`src/rtl/vblank_update_sched_if.sv`:
```
// -----------------------------------------------------------------------------
// vblank_update_sched_if
//   Handshake between the spectrum writer and the vertical-blanking update
//   scheduler.
//
//   upd_req      writer -> scheduler  request, held high while the writer wants
//                                     access to the bar-height memory
//   upd_done     writer -> scheduler  one-cycle completion pulse
//   upd_gnt      scheduler -> writer  write grant (level)
//   upd_overrun  scheduler -> writer  one-cycle pulse when a grant is revoked
//                                     because the update window closed
//   overrun_cnt  scheduler -> writer  saturating count of revoked grants
//
//   master: the writer side.  slave: the scheduler side.
// -----------------------------------------------------------------------------
interface vblank_update_sched_if;
    logic       upd_req;
    logic       upd_done;
    logic       upd_gnt;
    logic       upd_overrun;
    logic [7:0] overrun_cnt;

    modport master (
        output upd_req,
        output upd_done,
        input  upd_gnt,
        input  upd_overrun,
        input  overrun_cnt
    );

    modport slave (
        input  upd_req,
        input  upd_done,
        output upd_gnt,
        output upd_overrun,
        output overrun_cnt
    );
endinterface

```
`src/rtl/vblank_update_sched.sv`:
```
// -----------------------------------------------------------------------------
// vblank_update_sched
//   Single-clock video timing generator plus the arbiter that lets the spectrum
//   writer update the bar-height memory only during vertical blanking, so a
//   displayed frame is never torn.
//
//   clk          pixel clock
//   rst_n        asynchronous active-low reset
//   hpos, vpos   current pixel column / line
//   hsync, vsync active-low sync pulses, aligned with hpos/vpos
//   disp_active  high inside the visible area
//   frame_start  one-cycle pulse while hpos=0, vpos=0
//   upd          writer handshake (see vblank_update_sched_if)
// -----------------------------------------------------------------------------
module vblank_update_sched #(
    parameter int H_ACTIVE    = 800,
    parameter int H_FRONT     = 56,
    parameter int H_SYNC      = 120,
    parameter int H_TOTAL     = 1040,
    parameter int V_ACTIVE    = 600,
    parameter int V_FRONT     = 37,
    parameter int V_SYNC      = 6,
    parameter int V_TOTAL     = 666,
    parameter int GUARD_LINES = 2
) (
    input  logic                  clk,
    input  logic                  rst_n,
    output logic [10:0]           hpos,
    output logic [10:0]           vpos,
    output logic                  hsync,
    output logic                  vsync,
    output logic                  disp_active,
    output logic                  frame_start,
    vblank_update_sched_if.slave  upd
);

    localparam logic [10:0] H_LAST  = 11'(H_TOTAL - 1);
    localparam logic [10:0] V_LAST  = 11'(V_TOTAL - 1);
    localparam logic [10:0] H_ACT   = 11'(H_ACTIVE);
    localparam logic [10:0] V_ACT   = 11'(V_ACTIVE);
    localparam logic [10:0] HS_BEG  = 11'(H_ACTIVE + H_FRONT);
    localparam logic [10:0] HS_END  = 11'(H_ACTIVE + H_FRONT + H_SYNC);
    localparam logic [10:0] VS_BEG  = 11'(V_ACTIVE + V_FRONT);
    localparam logic [10:0] VS_END  = 11'(V_ACTIVE + V_FRONT + V_SYNC);
    localparam logic [10:0] WIN_END = 11'(V_TOTAL - GUARD_LINES);

    typedef enum logic [1:0] {IDLE, PEND, GRANT, RELEASE} state_t;

    state_t      state, state_nxt;
    logic        run;
    logic [10:0] h_nxt, v_nxt;
    logic        in_window;
    logic        ovr_nxt;

    // ---- next-count decode ----
    // 'run' holds the counters at 0,0 for the first edge after reset, so the
    // registered decodes (frame_start in particular) line up with the 0,0
    // position on the very first cycle out of reset.
    always_comb begin
        h_nxt = 11'd0;
        v_nxt = 11'd0;
        if (run) begin
            v_nxt = vpos;
            if (hpos == H_LAST) begin
                v_nxt = (vpos == V_LAST) ? 11'd0 : vpos + 11'd1;
            end else begin
                h_nxt = hpos + 11'd1;
            end
        end
    end

    // ---- timing registers: outputs decoded from next-count values ----
    always_ff @(posedge clk or negedge rst_n) begin
        if (!rst_n) begin
            run         <= 1'b0;
            hpos        <= 11'd0;
            vpos        <= 11'd0;
            hsync       <= 1'b1;
            vsync       <= 1'b1;
            disp_active <= 1'b0;
            frame_start <= 1'b0;
        end else begin
            run         <= 1'b1;
            hpos        <= h_nxt;
            vpos        <= v_nxt;
            hsync       <= !((h_nxt >= HS_BEG) && (h_nxt < HS_END));
            vsync       <= !((v_nxt >= VS_BEG) && (v_nxt < VS_END));
            disp_active <= (h_nxt < H_ACT) && (v_nxt < V_ACT);
            frame_start <= (h_nxt == 11'd0) && (v_nxt == 11'd0);
        end
    end

    // Update window: vertical blanking minus a guard band before frame wrap,
    // so the writer has finished before the first visible line is fetched.
    assign in_window = (vpos >= V_ACT) && (vpos < WIN_END);

    // ---- grant FSM: next state ----
    always_comb begin
        state_nxt = state;
        ovr_nxt   = 1'b0;
        case (state)
            IDLE: begin
                if (upd.upd_req) state_nxt = in_window ? GRANT : PEND;
            end
            PEND: begin
                if (!upd.upd_req)  state_nxt = IDLE;
                else if (in_window) state_nxt = GRANT;
            end
            GRANT: begin
                // Completion (or withdrawn request) wins over a window close
                // in the same cycle; only an unfinished grant is an overrun.
                if (upd.upd_done || !upd.upd_req) begin
                    state_nxt = RELEASE;
                end else if (!in_window) begin
                    state_nxt = RELEASE;
                    ovr_nxt   = 1'b1;
                end
            end
            RELEASE: begin
                // Wait for the request to drop: one grant per request.
                if (!upd.upd_req) state_nxt = IDLE;
            end
            default: state_nxt = IDLE;
        endcase
    end

    // ---- grant FSM: registered state and outputs ----
    always_ff @(posedge clk or negedge rst_n) begin
        if (!rst_n) begin
            state           <= IDLE;
            upd.upd_gnt     <= 1'b0;
            upd.upd_overrun <= 1'b0;
            upd.overrun_cnt <= 8'd0;
        end else begin
            state           <= state_nxt;
            upd.upd_gnt     <= (state_nxt == GRANT);
            upd.upd_overrun <= ovr_nxt;
            if (ovr_nxt && (upd.overrun_cnt != 8'hFF)) begin
                upd.overrun_cnt <= upd.overrun_cnt + 8'd1;
            end
        end
    end

endmodule

```
`src/flat_wrapper.sv`:
```
// flat-port wrapper written by rule: the top's interface ports become plain ports
module vblank_update_sched_flat 
#(
    parameter int H_ACTIVE    = 800,
    parameter int H_FRONT     = 56,
    parameter int H_SYNC      = 120,
    parameter int H_TOTAL     = 1040,
    parameter int V_ACTIVE    = 600,
    parameter int V_FRONT     = 37,
    parameter int V_SYNC      = 6,
    parameter int V_TOTAL     = 666,
    parameter int GUARD_LINES = 2
)
  (clk, rst_n, hpos, vpos, hsync, vsync, disp_active, frame_start, upd_upd_req, upd_upd_done, upd_upd_gnt, upd_upd_overrun, upd_overrun_cnt);
  vblank_update_sched_if upd_i ();
  input  logic clk;
  input  logic rst_n;
  output logic [10:0] hpos;
  output logic [10:0] vpos;
  output logic hsync;
  output logic vsync;
  output logic disp_active;
  output logic frame_start;
  input wire logic [$bits(upd_i.upd_req)-1:0] upd_upd_req;
  input wire logic [$bits(upd_i.upd_done)-1:0] upd_upd_done;
  output wire logic [$bits(upd_i.upd_gnt)-1:0] upd_upd_gnt;
  output wire logic [$bits(upd_i.upd_overrun)-1:0] upd_upd_overrun;
  output wire logic [$bits(upd_i.overrun_cnt)-1:0] upd_overrun_cnt;
  assign upd_i.upd_req = upd_upd_req;
  assign upd_i.upd_done = upd_upd_done;
  assign upd_upd_gnt = upd_i.upd_gnt;
  assign upd_upd_overrun = upd_i.upd_overrun;
  assign upd_overrun_cnt = upd_i.overrun_cnt;
  vblank_update_sched #(.H_ACTIVE(H_ACTIVE), .H_FRONT(H_FRONT), .H_SYNC(H_SYNC), .H_TOTAL(H_TOTAL), .V_ACTIVE(V_ACTIVE), .V_FRONT(V_FRONT), .V_SYNC(V_SYNC), .V_TOTAL(V_TOTAL), .GUARD_LINES(GUARD_LINES)) u_core (.clk(clk), .rst_n(rst_n), .hpos(hpos), .vpos(vpos), .hsync(hsync), .vsync(vsync), .disp_active(disp_active), .frame_start(frame_start), .upd(upd_i));
endmodule
```
`config.mk`:
```
export PLATFORM = sky130hd
export DESIGN_NAME = vblank_update_sched_flat
export DESIGN_NICKNAME = d
export VERILOG_FILES = /design/src/rtl/vblank_update_sched_if.sv /design/src/rtl/vblank_update_sched.sv /design/src/flat_wrapper.sv
export SDC_FILE = /design/constraint.sdc
export NUM_CORES = 1
export LEC_CHECK = 0
export ABC_AREA = 0
export CORE_UTILIZATION = 35
export CTS_BUF_LIST = sky130_fd_sc_hd__clkbuf_8
export DETAILED_ROUTE_END_ITERATION = 10
export MAX_ROUTING_LAYER = met4
export PLACE_DENSITY_LB_ADDON = 0.05
export SKIP_LAST_GASP = 1
export SYNTH_ARGS = -nofsm -noshare
export SYNTH_HDL_FRONTEND = slang
export SYNTH_SLANG_ARGS = --single-unit
```
`constraint.sdc`:
```
create_clock -name clk -period 3.27 [get_ports clk]
set_input_delay 0.327 -clock clk [delete_from_list [all_inputs] [get_ports clk]]
set_output_delay 0.327 -clock clk [all_outputs]
set_load 0.05 [all_outputs]
```
== Word-level counts from Yosys, hierarchy flattened ==
Cells that the tools add are included.
Operators by class
  $add $sub $neg: 3
  order comparisons: 8
  equality and inequality tests: 7
  multiplexer cells: 16
  reductions and logical operators: 13
Operators by type and width (count)
  < comparator 11 x 10 -> 1 bit (second input constant): 5
  2-to-1 mux 11 bit: 5
  greater-or-equal comparator 11 x 10 -> 1 bit (second input constant): 3
  adder 11 x 1 -> 11 bit (second input constant): 2
  logical NOT 11 bit: 2
  2-to-1 mux 2 bit: 7
  == test 11 x 10 -> 1 bit (second input constant): 1
  == test 11 bit (second input constant): 1
  adder 8 x 1 -> 8 bit (second input constant): 1
  != test 8 bit (second input constant): 1
  one-hot mux 2 bit (4 select lines): 1
  == test 2 bit (second input constant): 3
  logical AND 1 bit: 6
  logical NOT 1 bit: 3
  2-to-1 mux 1 bit: 3
  == test 2 x 1 -> 1 bit (second input constant): 1
  logical NOT 2 bit: 1
  logical OR 1 bit: 1
Word-level totals
  flip-flop bits (word level): 39
  bits of input ports: 4
  output and inout bits: 36
  word-level logic and storage cells: 58

== Logic depth before layout (Yosys ltp) ==
  depth after elaboration: 7
  depth in mapped cells: 8
  mapped depth without buffers: 8

== Worst setup path before layout ==
OpenSTA, ideal clock, no wires.
  path kind: register to register
  start point: register u_core.hpos[4]
  end point: register u_core.vsync
  library setup time: 0.086 ns
  arrival time: 2.687 ns
  required time: 3.184 ns
  setup slack: 0.498 ns
  cell stages (with the launch flop): 9
  path buffers: 2
  period minus slack after synthesis: 2.772 ns
  cells stage by stage: dfrtp_1 > buf_6 > or4b_4 > buf_6 > nor4_1 > xnor2_1 > a41o_2 > nand4b_1 > a2111o_1
Between the ends
  cells in the longest elaborated chain, start to end: 6
  elaborated cells between the ends (all ways): 7
  those cells by class: 2 x order compare; 1 x eq/ne; 2 x mux; 2 x reduce/logical
RTL lines
  start, declared: line vblank_update_sched.sv:28  | output logic [10:0] hpos,
  start signal, assigned: line vblank_update_sched.sv:84  | hpos <= h_nxt;
  == test 11 bit *: line vblank_update_sched.sv:64  | if (hpos == H_LAST) begin
  2-to-1 mux 11 bit *: line vblank_update_sched.sv:64
  2-to-1 mux 11 bit *: line vblank_update_sched.sv:62  | if (run) begin
  greater-or-equal comparator 11 x 10 -> 1 bit or < comparator 11 x 10 -> 1 bit (tied branches): line vblank_update_sched.sv:87  | vsync <= !((v_nxt >= VS_BEG) && (v_nxt < VS_END));
  logical AND 1 bit *: line vblank_update_sched.sv:87
  logical NOT 1 bit *: line vblank_update_sched.sv:87
  end signal, assigned: line vblank_update_sched.sv:87
  end, declared: line vblank_update_sched.sv:31  | output logic vsync,
Mark *: on every way between the ends. The rest lies on a longest branch, timed or not.
A chain may end at the register's enable or synchronous reset.

== Worst setup path after layout ==
  start point: register u_core.hpos[1]
  end point: register u_core.disp_active
Between the ends
  cells in the longest elaborated chain, start to end: 5
  elaborated cells between the ends (all ways): 9
  those cells by class: 1 x add/sub; 2 x order compare; 1 x eq/ne; 4 x mux; 1 x reduce/logical
RTL lines
  adder 11 x 1 -> 11 bit or == test 11 bit (tied branches): line vblank_update_sched.sv:67, vblank_update_sched.sv:64
  2-to-1 mux 11 bit: line vblank_update_sched.sv:64
  2-to-1 mux 11 bit: line vblank_update_sched.sv:62
  < comparator 11 x 10 -> 1 bit: line vblank_update_sched.sv:88  | disp_active <= (h_nxt < H_ACT) && (v_nxt < V_ACT);
  logical AND 1 bit *: line vblank_update_sched.sv:88
  end signal, assigned: line vblank_update_sched.sv:88
  end, declared: line vblank_update_sched.sv:32  | output logic disp_active,
Marks and branches as above.

==> impl_summary.log <==
[metrics] number of DRC violations after detailed-routing iteration 0: 65
[metrics] share of cells above drive strength 1: 0.0845
[metrics] leading cell types by total area after synthesis: sky130_fd_sc_hd__dfrtp_1 (39%), sky130_fd_sc_hd__xnor2_1 (6.3%), sky130_fd_sc_hd__nand2_1 (3.3%)
[metrics] clock latency at the later pin of the worst-skew pair: 0.29 ns
[metrics] Synth Area in Adders: 0.0264
[metrics] CP cell instances: ha_1 -> nand4b_1 -> nor4_4 -> and3_4 -> mux2i_1 -> o211ai_1 -> a221oi_1
[metrics] Placed Cells incl. Taps: 353
[metrics] post-layout net count: 292
[metrics] number of buffers and inverters on the critical path: 0
[metrics] fraction of the cycle the final worst path needs: 0.838
[metrics] cell area after placement: 0.00278 sq mm
[metrics] Synth warnings: 0
[metrics] pin count of the biggest net entering global routing: 40
[metrics] detailed placer's ending HPWL: 4190 microns
[metrics] startpoint type of the worst setup path: flop
[metrics] total global-route track usage: 0.182
[metrics] fraction of power spent switching nets: 0.262
[metrics] Final Max Tran Viols: 0
[metrics] Hold Violations, Final: 0
[metrics] final worst path period need: 2.74 ns
[metrics] flip-flop and latch count after synthesis: 39
[metrics] global-route wire length before repair: 9870 microns
[metrics] count of flip-flops with a built-in enable after synthesis: 0
[metrics] maximum fanout along the worst path: 7
[metrics] Die ar.: 0.00710 sq mm
[metrics] final core occ: 0.443
[metrics] root buffer selected by CTS: sky130_fd_sc_hd__clkbuf_8
[metrics] Top FF cell, synth: sky130_fd_sc_hd__dfrtp_1
[metrics] cell types with the highest counts after synthesis: sky130_fd_sc_hd__dfrtp_1 (37), sky130_fd_sc_hd__nand2_1 (21), sky130_fd_sc_hd__nor2_1 (21)
[metrics] Hold Buf Count CTS: 0
[metrics] total number of vias: 2018
[metrics] worst-case setup margin in the final layout: 0.528 ns
[metrics] sort of element at the end of the critical path: flop
[metrics] TritonCTS clock tree: built
[metrics] Initial Utilization: 0.367
[metrics] relative slew slack: 0.408
[metrics] xor/xnor share of the synthesized area: 0.0887
[metrics] width of the chip: 84.3 microns
[metrics] worst setup slack after placement: 0.556 ns
[metrics] Port Buffers: 39
[metrics] std cell rows: 29
[metrics] number of gates given a new drive strength after cts: 0
[metrics] RSZ-0062 raised after global routing: false
[metrics] ys async rst share: 1.00
[metrics] share of power burned in registers: 0.561
[metrics] fraction of the mapped netlist area in simple logic gates: 0.276
[metrics] Ant. Diodes: 0
[metrics] Net Switching: 0.233 mW
[metrics] post-synthesis cell type count: 62
[metrics] slew at the pin closest to its max-slew limit: 0.888 ns
[metrics] mean area per synthesized cell: 9.71 sq um
[metrics] Hold WS: 0.149 ns
[metrics] DRT Wirelength: 5910 microns
[metrics] register area share after synthesis: 0.413
[metrics] via-per-instance ratio: 5.59
[metrics] fraction of post-synthesis cell area in the top cell type by area: 0.391
[metrics] worst reg2reg setup slack: 0.53 ns
[metrics] core box area: 0.00646 sq mm
[metrics] Total Neg Setup Slack: 0 ns
[metrics] cell with the largest stage delay on the worst path: sky130_fd_sc_hd__nor4_4
[metrics] routability cong.: 0.801
[metrics] cell area after synthesis: 0.00237 sq mm
[metrics] Synthesized Nets: 253
[metrics] CP arrival: 2.92 ns
[metrics] Clock Sink Count: 39
[metrics] Min-Delay Path Class: in -> async
[metrics] Clock transition at path regs: 0.08 ns
[metrics] share of total power in combinational logic: 0.079
[metrics] fin area: 0.00286 sq mm
[metrics] total clock buffers created by CTS: 5
[metrics] Final setup violation count: 0
[metrics] number of standard cells in the final layout excluding fillers: 361
[metrics] Max Root-Sink Buffers: 2
[metrics] vias in the first global route: 1922
[metrics] violated checks: design-rule violations
[metrics] initial antenna violation count: 0
[metrics] Crit path required time: 3.45 ns
[metrics] cell family with the largest share of critical-path delay: simple AND/OR/NAND/NOR gates
[metrics] # Post-CTS Setup Buffers: 0
[metrics] top-level port count: 40
[metrics] combinational family with the most area after synthesis: simple AND/OR/NAND/NOR gates
[metrics] result of the run: finished, violations left
[metrics] stage delay of the slowest cell on the critical path: 0.44 ns
[metrics] number of standard cells after synthesis: 244
[metrics] number of nets with antenna violations after detailed routing: 0
[metrics] Remaining DRCs: 6
[metrics] vertical die dimension: 84.3 microns
[metrics] average routed wire per standard cell: 16.4 microns
[metrics] Final Power: 0.890 mW
[metrics] most numerous cell in the Yosys netlist: sky130_fd_sc_hd__dfrtp_1
[metrics] area delta synth->final: 20.7%
[metrics] Pwr Density: 311 mW/mm^2
[metrics] VDD IR-drop max: 0.000226 V
[metrics] Power Internal: 0.657 mW
[metrics] cell type contributing the most total cell area after synthesis: sky130_fd_sc_hd__dfrtp_1
[metrics] Congestion Overflow GR: 0
[metrics] Setup Crit Path Kind: reg -> reg
[metrics] max_cap viols: 0
[metrics] final setup skew: 0.00930 ns
[metrics] Compound-Gate Fraction of Synth Area: 0.135
[metrics] number of detailed-routing iterations run before antenna repair: 7
[metrics] Max Fclk: 365 MHz
[metrics] leakage power of the design: 1.15 nW
[metrics] H-Tree Depth: 2
[metrics] proportion of power drawn by the clock network: 0.359
[metrics] multiplexer area fraction after synthesis: 0.00845
-- flip-flops by register name, indices dropped and copies added, names as in the netlist, 2 cells and up --
register / cells
u_core.hpos: 11
u_core.state: 2
u_core.vpos: 11
u_core.upd.overrun_cnt: 8
-- cells in the final DEF (no fill, tap or decap), drive strengths merged, types with 2 or more instances in the layout --
cell / synthesis / layout
clkdlybuf4s50: 0 / 38
dfrtp: 37 / 37
nor2: 21 / 21
nand2: 21 / 21
xnor2: 17 / 17
nand3: 12 / 12
nor3: 10 / 10
nand4: 10 / 10
inv: 7 / 9
xor2: 7 / 7
nor4: 7 / 7
a21oi: 6 / 6
o31ai: 6 / 6
ha: 5 / 5
clkbuf: 6 / 5
and3: 5 / 5
and2: 5 / 5
o21ai: 4 / 4
buf: 4 / 4
nor3b: 3 / 3
nand4b: 3 / 3
nand2b: 3 / 3
nor2b: 3 / 3
or3: 3 / 3
and4b: 2 / 2
or2: 2 / 2
mux2i: 2 / 2
o311ai: 2 / 2
a41oi: 2 / 2
o211ai: 2 / 2
dfstp: 2 / 2
-- power groups by stage --
stage / clock (mW) / combinational (mW) / sequential [mW]
finish: 0.320 / 0.0707 / 0.500
detailed placement: 0 / 0.0715 / 0.509
global placement: 0 / 0.0723 / 0.509
CTS: 0.333 / 0.0721 / 0.500
floorplan: 0 / 0.0250 / 0.525
global route: 0.358 / 0.0766 / 0.502
-- kinds of logic after synthesis --
kind of cell,after synthesis
XOR/XNOR,24
AND/OR/NAND/NOR,116
multiplexers,2
other,1
adder cells (fa/ha/maj),5
buffers and inverters,17
flip-flops,39
AO/OA/AOI/OAI,40
-- layout make-up --
class                   count  area, sq um
inverters                   7         26.3
repair buffers             42          408
clock inverters             3         12.5
flip-flops and latches     39          978
well taps                  77         96.3
clock buffers               5         68.8
fillers                   669         3600
multi-input cells         188         1270
-- routing by layer --
| layer | global-route usage | vias up | wire, microns |
|---|---|---|---|
| met1 | 0.249 | 978 | 2770 |
| met4 | 0.0580 | 0 | 84 |
| li1 | - | 980 | - |
| met2 | 0.276 | 50 | 2800 |
| met5 | - | - | 0 |
| met3 | 0.0315 | 10 | 250 |
-- path summary, 6_finish.rpt --
check | startpoint | endpoint | depth (start not counted)
worst max-delay path | u_core.hpos[1]$_DFF_PN0_ | u_core.disp_active$_DFF_PN0_ | 7
min in group clk | u_core.upd.overrun_cnt[7]$_DFFE_PN0P_ | u_core.upd.overrun_cnt[7]$_DFFE_PN0P_ | 1
max in group asynchronous | rst_n | u_core.upd.overrun_cnt[5]$_DFFE_PN0P_ | 1
worst min register to register | u_core.upd.overrun_cnt[7]$_DFFE_PN0P_ | u_core.upd.overrun_cnt[7]$_DFFE_PN0P_ | 1
worst min-delay path | rst_n | u_core.vpos[4]$_DFF_PN0_ | 1
worst max register to register | u_core.hpos[1]$_DFF_PN0_ | u_core.disp_active$_DFF_PN0_ | 7
Power figures use the tool's default switching activity.
